[config.mk]
export PLATFORM = sky130hd
export DESIGN_NAME = ifetch_queue
export DESIGN_NICKNAME = d
export VERILOG_FILES = /design/src/rtl/ifetch_queue.sv
export SDC_FILE = /design/constraint.sdc
export NUM_CORES = 1
export LEC_CHECK = 0
export CORE_ASPECT_RATIO = 1.4
export CORE_MARGIN = 5
export CORE_UTILIZATION = 35
export DETAILED_ROUTE_END_ITERATION = 12
export PLACE_DENSITY = 0.59
export SYNTH_ARGS = -nofsm -noshare
export SYNTH_HDL_FRONTEND = slang
export SYNTH_SLANG_ARGS = --single-unit
export TNS_END_PERCENT = 10
[constraint.sdc]
create_clock -name clk -period 23.5 [get_ports clk]
set_input_delay 4.7 -clock clk [delete_from_list [all_inputs] [get_ports clk]]
set_output_delay 4.7 -clock clk [all_outputs]
set_load 0.05 [all_outputs]
[src/rtl/ifetch_queue.sv]
// Instruction-fetch queue: takes PC/PC+4 from the PC register and fetches over req/gnt/rvalid,
// then hands {pc, pc4, instr} to decode through a DEPTH-entry FIFO. Optional macro: IFETCH_BYPASS_EN.
module ifetch_queue #(
    parameter int DEPTH = 4,
    parameter int CNTW  = $clog2(DEPTH) + 1
) (
    input  logic            clk,
    input  logic            rst,
    input  logic [31:0]     pc_i,
    input  logic [31:0]     pc4_i,
    input  logic            pc_valid_i,
    output logic            pc_ready_o,
    output logic            imem_req_o,
    output logic [31:0]     imem_addr_o,
    input  logic            imem_gnt_i,
    input  logic            imem_rvalid_i,
    input  logic [31:0]     imem_rdata_i,
    input  logic            flush_i,
    output logic            id_valid_o,
    input  logic            id_ready_i,
    output logic [31:0]     id_pc_o,
    output logic [31:0]     id_pc4_o,
    output logic [31:0]     id_instr_o,
    output logic [CNTW-1:0] count_o
);
    localparam int AW = $clog2(DEPTH);

    typedef enum logic [1:0] {IDLE, REQ, WAIT} state_t;

    state_t          state_q, state_d;
    logic [31:0]     pc_q, pc_d;
    logic [31:0]     pc4_q, pc4_d;
    logic [31:0]     addr_q, addr_d;
    logic            kill_q, kill_d;
    logic [AW-1:0]   wr_ptr_q, rd_ptr_q;
    logic [CNTW-1:0] count_q;
    logic [31:0]     fifo_pc_q    [DEPTH];
    logic [31:0]     fifo_pc4_q   [DEPTH];
    logic [31:0]     fifo_instr_q [DEPTH];

    logic accept, resp, push, pop, fifo_empty, fifo_full;

    assign fifo_empty = (count_q == '0);
    assign fifo_full  = (count_q == CNTW'(DEPTH));
    // Slot is reserved at accept time; only one fetch is ever in flight, so a push cannot overflow.
    assign accept     = (state_q == IDLE) & pc_valid_i & ~flush_i & ~fifo_full & ~rst;
    assign resp       = (state_q == WAIT) & imem_rvalid_i;
    assign pop        = ~fifo_empty & id_ready_i & ~flush_i;

`ifdef IFETCH_BYPASS_EN
    logic bypass;
    // An empty queue lets a live response go straight to decode; it is stored only if not taken.
    assign bypass     = resp & ~kill_q & ~flush_i & fifo_empty;
    assign push       = resp & ~kill_q & ~flush_i & ~(bypass & id_ready_i);
    assign id_valid_o = ~fifo_empty | bypass;
    assign id_pc_o    = bypass ? pc_q         : fifo_pc_q[rd_ptr_q];
    assign id_pc4_o   = bypass ? pc4_q        : fifo_pc4_q[rd_ptr_q];
    assign id_instr_o = bypass ? imem_rdata_i : fifo_instr_q[rd_ptr_q];
`else
    assign push       = resp & ~kill_q & ~flush_i;
    assign id_valid_o = ~fifo_empty;
    assign id_pc_o    = fifo_pc_q[rd_ptr_q];
    assign id_pc4_o   = fifo_pc4_q[rd_ptr_q];
    assign id_instr_o = fifo_instr_q[rd_ptr_q];
`endif

    assign pc_ready_o  = accept;
    assign imem_req_o  = (state_q == REQ);
    assign imem_addr_o = addr_q;
    assign count_o     = count_q;

    always_comb begin
        state_d = state_q;
        pc_d    = pc_q;
        pc4_d   = pc4_q;
        addr_d  = addr_q;
        kill_d  = kill_q;
        case (state_q)
            IDLE: begin
                if (accept) begin
                    pc_d    = pc_i;
                    pc4_d   = pc4_i;
                    addr_d  = {pc_i[31:2], 2'b00};
                    state_d = REQ;
                end
            end
            REQ: begin
                if (flush_i) kill_d = 1'b1;
                if (imem_gnt_i) state_d = WAIT;
            end
            WAIT: begin
                // A response in the flush cycle is dropped here, so kill must not outlive it.
                if (resp) begin
                    kill_d  = 1'b0;
                    state_d = IDLE;
                end else if (flush_i) begin
                    kill_d = 1'b1;
                end
            end
            default: state_d = IDLE;
        endcase
    end

    always_ff @(posedge clk or posedge rst) begin
        if (rst) begin
            state_q <= IDLE;
            pc_q    <= '0;
            pc4_q   <= '0;
            addr_q  <= '0;
            kill_q  <= 1'b0;
        end else begin
            state_q <= state_d;
            pc_q    <= pc_d;
            pc4_q   <= pc4_d;
            addr_q  <= addr_d;
            kill_q  <= kill_d;
        end
    end

    always_ff @(posedge clk or posedge rst) begin
        if (rst) begin
            wr_ptr_q <= '0;
            rd_ptr_q <= '0;
            count_q  <= '0;
        end else if (flush_i) begin
            wr_ptr_q <= '0;
            rd_ptr_q <= '0;
            count_q  <= '0;
        end else begin
            if (push) wr_ptr_q <= wr_ptr_q + 1'b1;
            if (pop)  rd_ptr_q <= rd_ptr_q + 1'b1;
            if (push & ~pop)      count_q <= count_q + 1'b1;
            else if (pop & ~push) count_q <= count_q - 1'b1;
        end
    end

    generate
        for (genvar gi = 0; gi < DEPTH; gi++) begin : g_slot
            always_ff @(posedge clk or posedge rst) begin
                if (rst) begin
                    fifo_pc_q[gi]    <= '0;
                    fifo_pc4_q[gi]   <= '0;
                    fifo_instr_q[gi] <= '0;
                end else if (push && wr_ptr_q == AW'(gi)) begin
                    fifo_pc_q[gi]    <= pc_q;
                    fifo_pc4_q[gi]   <= pc4_q;
                    fifo_instr_q[gi] <= imem_rdata_i;
                end
            end
        end
    endgenerate

endmodule

==> flow_metrics.tcl <==
set metrics [dict create \
    status "completed" \
    die_x_um 214 \
    drc 0 \
    ant_nets 0 \
    pwr-share-clk_pct 29.7 \
    die_y_um 295 \
    avgSynthCellArea_um2 17.5 \
    cts_buffers 47 \
    r2r_slack_ns 20.21 \
    port_buffers 234 \
    hold_end "fifo_instr_q[64]" \
    clk-insertion-delay-late_ns 0.57 \
    grt_pass1_wl_mm 71.9 \
    cp_cell_sequence "clkdlybuf4s50_1 > a2111oi_4 > buf_4 > clkdlybuf4s50_1" \
    share_comb_of_total_power_pct 32.1 \
    switchingPower_mw 0.931 \
    powerDensity_nw_per_um2 109 \
    ioPinCount 237 \
    first_global_vias 12200 \
    synthArstFlopShare_pct 100 \
    final_nets 1470 \
    grt_max_degree 179 \
    r2r_end "fifo_pc_q[45]" \
    fmax_ghz 0.0842 \
    clock_path_buffers 3 \
    cp.required_ns 18.80 \
    synth_top_area_share_pct 56.3 \
    clock_skew_ns 0.0164 \
    coreArea_um2 57500 \
    cpMostUsedCell "clkdlybuf4s50_1" \
    path_max_fanout 22 \
    crit_path_end_kind "primary output" \
    hold_path_class "reg2reg" \
    cts_tree "yes" \
    clkTransAtPathRegs_ns 0.06 \
    synthTopCellsByArea "dfrtp_1 (56%), mux2_2 (17%), mux4_2 (11%), mux2_4 (8.0%), mux2_1 (2.0%)" \
    ys_seq_area_share_pct 56.3 \
    crit_path_top_delay_cell "clkdlybuf4s50_1" \
    finalHoldViolCount 0 \
    setup.worst_path.class "in2out" \
    cts_root_buffer "clkbuf_16" \
    finalCriticalPeriod_ns 11.87 \
    period_share_pct 50.5 \
    crit_path_start_kind "input pin" \
    hold_buffers 0 \
    ctsHtreeMaxLevel 2 \
    yosys-top-cells-count "dfrtp_1 (458), mux2_2 (304), mux2_4 (109)" \
    holdWs_ns 0.486 \
    ys_types 34 \
    gr-usage-all-layers_pct 14.5 \
    synth_cells 1163 \
    grt-ovfl-total 0 \
    setup_viol 0 \
    setup_tns_ns 0 \
    yosysTopAreaCell "dfrtp_1" \
    relSlewSlack_pct 26.7 \
    drt-pass1-iter-count 4 \
    arrival_ns 7.17 \
    reg2reg_depth 8 \
    rows 104 \
    vias 10600 \
    synth_area_um2 20400 \
    vias_per_cell 4.97 \
    gp_congestion 0.694 \
    initial_core_util_pct 35.4 \
    p_int_mw 1.77 \
    drt-initial-drc-count 414 \
    worst_pin_slew_ns 1.10 \
    final_max_slew_viol_count 0 \
    whs_path_depth 1 \
    wirelength_mm 45.4 \
    die-area_um2 63200 \
    rsz0062_at_grt "no" \
    min_from "fifo_instr_q[64]" \
    switching_share_pct 34.5 \
    antenna_found_initial 2 \
    rr_startpoint "state_q[0]" \
    clock_sinks 458 \
    cts_resized 0 \
    synth_edf_count 0 \
    p_leak_nw 11.7 \
    ys_seq_elements 458 \
    synth_ff_type "dfrtp_1" \
    vdd.ir_drop.worst_mv 0.0675 \
    post_cts_buffers 0 \
    syn2layout_area_growth_pct 21.1 \
    yosysMostFrequentCell "dfrtp_1" \
    wire_per_inst_um 21.2 \
    seqPwrFrac_pct 38.2 \
    dp.final_hpwl_mm 27.2 \
    max_stage_delay_ns 0.89 \
    max-cap-violations 0 \
    drive_gt1_share_pct 44.1 \
    ys.warnings.count 0 \
]
per-layer routing:
layer	GRT usage [%]	wire [µm]	vias to the layer above
met5	0	13	-
met4	4.21	1140	2
met3	3.42	2380	61
met2	24.9	23000	198
met1	18.2	18900	5739
li1	-	-	4632
per-stage QoR:
| step | power [mW] | cells | instance area [µm²] | worst slack, ns | util (%) |
|---|---|---|---|---|---|
| global route | 2.82 | 2139 | 24600 | 11.55 | 42.9 |
| detailed placement | 1.93 | 2051 | 23000 | 11.59 | 39.9 |
| CTS | 2.75 | 2138 | 24600 | 11.60 | 42.8 |
| finish | 2.70 | 2139 | 24600 | 11.63 | 42.9 |
| floorplan | 1.67 | 1164 | 20400 | 6.03 | - |
| global placement | 1.91 | 2051 | 23000 | 11.61 | 39.9 |
layout by cell type (no fill, tap or decap), types with 4 or more instances in the layout:
| cell | Yosys | layout |
|---|---|---|
| dfrtp_1 | 458 | 456 |
| mux2_2 | 304 | 304 |
| clkdlybuf4s50_1 | 0 | 234 |
| mux2_4 | 109 | 109 |
| mux4_2 | 96 | 96 |
| clkbuf_16 | 0 | 48 |
| mux2_1 | 36 | 36 |
| clkbuf_8 | 0 | 14 |
| clkinv_2 | 0 | 12 |
| buf_4 | 35 | 12 |
| inv_1 | 9 | 8 |
| ha_1 | 8 | 8 |
| nor2_1 | 7 | 7 |
| bufinv_16 | 0 | 6 |
| clkbuf_1 | 0 | 4 |
state kept, by name, indices dropped and copies added (netlist names):
register,count
pc4_q,32
fifo_instr_q,128
state_q,2
wr_ptr_q,2
fifo_pc4_q,128
count_o,3
kill_q,1
fifo_pc_q,128
rd_ptr_q,2
pc_q,32
final cells by class:
| cell class | count | area (µm²) |
|---|---|---|
| repair buffers | 247 | 2450 |
| clock buffers | 66 | 1410 |
| clock inverters | 21 | 273 |
| inverters | 9 | 41.3 |
| fillers | 5168 | 32900 |
| diodes | 1 | 2.50 |
| well taps | 742 | 928 |
| multi-input cells | 595 | 8070 |
| flip-flops and latches | 458 | 11500 |
critical path, delay by kind of cell:
kind / cells / cell delay, ns
buf+inv: 3 / 2.04
compound gates: 1 / 0.38
cell families after synthesis:
| family | after synthesis | synth area share (%) |
|---|---|---|
| other | 1 | 0.0184 |
| and+or+nand+nor | 25 | 0.861 |
| buffers and inverters | 111 | 4.11 |
| DFF | 458 | 56.3 |
| AOI/OAI and AO/OA | 8 | 0.381 |
| xor gates and xnor gates | 4 | 0.172 |
| muxes | 547 | 37.6 |
| adders and majority gates | 9 | 0.590 |
power groups by stage:
stage          Clock (mW)  Combinational (mW)  Sequential [mW]
3_5_place_dp            0               0.878             1.05
2_1_floorplan           0               0.673            0.997
5_1_grt             0.860               0.908             1.05
3_3_place_gp            0               0.873             1.04
6_report            0.801               0.865             1.03
4_1_cts             0.830               0.881             1.03
worst max-delay path by stage:
| stage | from | to | slack (ns) | cells past startpoint |
|---|---|---|---|---|
| floorplan | rst | count_o[0] | 6.03 | 1 |
| finish | flush_i | pc_ready_o | 11.63 | 4 |
| detailed placement | flush_i | pc_ready_o | 11.59 | 4 |
| global placement | flush_i | pc_ready_o | 11.61 | 4 |
| global route | flush_i | pc_ready_o | 11.55 | 4 |
| CTS | flush_i | pc_ready_o | 11.60 | 4 |
Power figures use the tool's default switching activity.
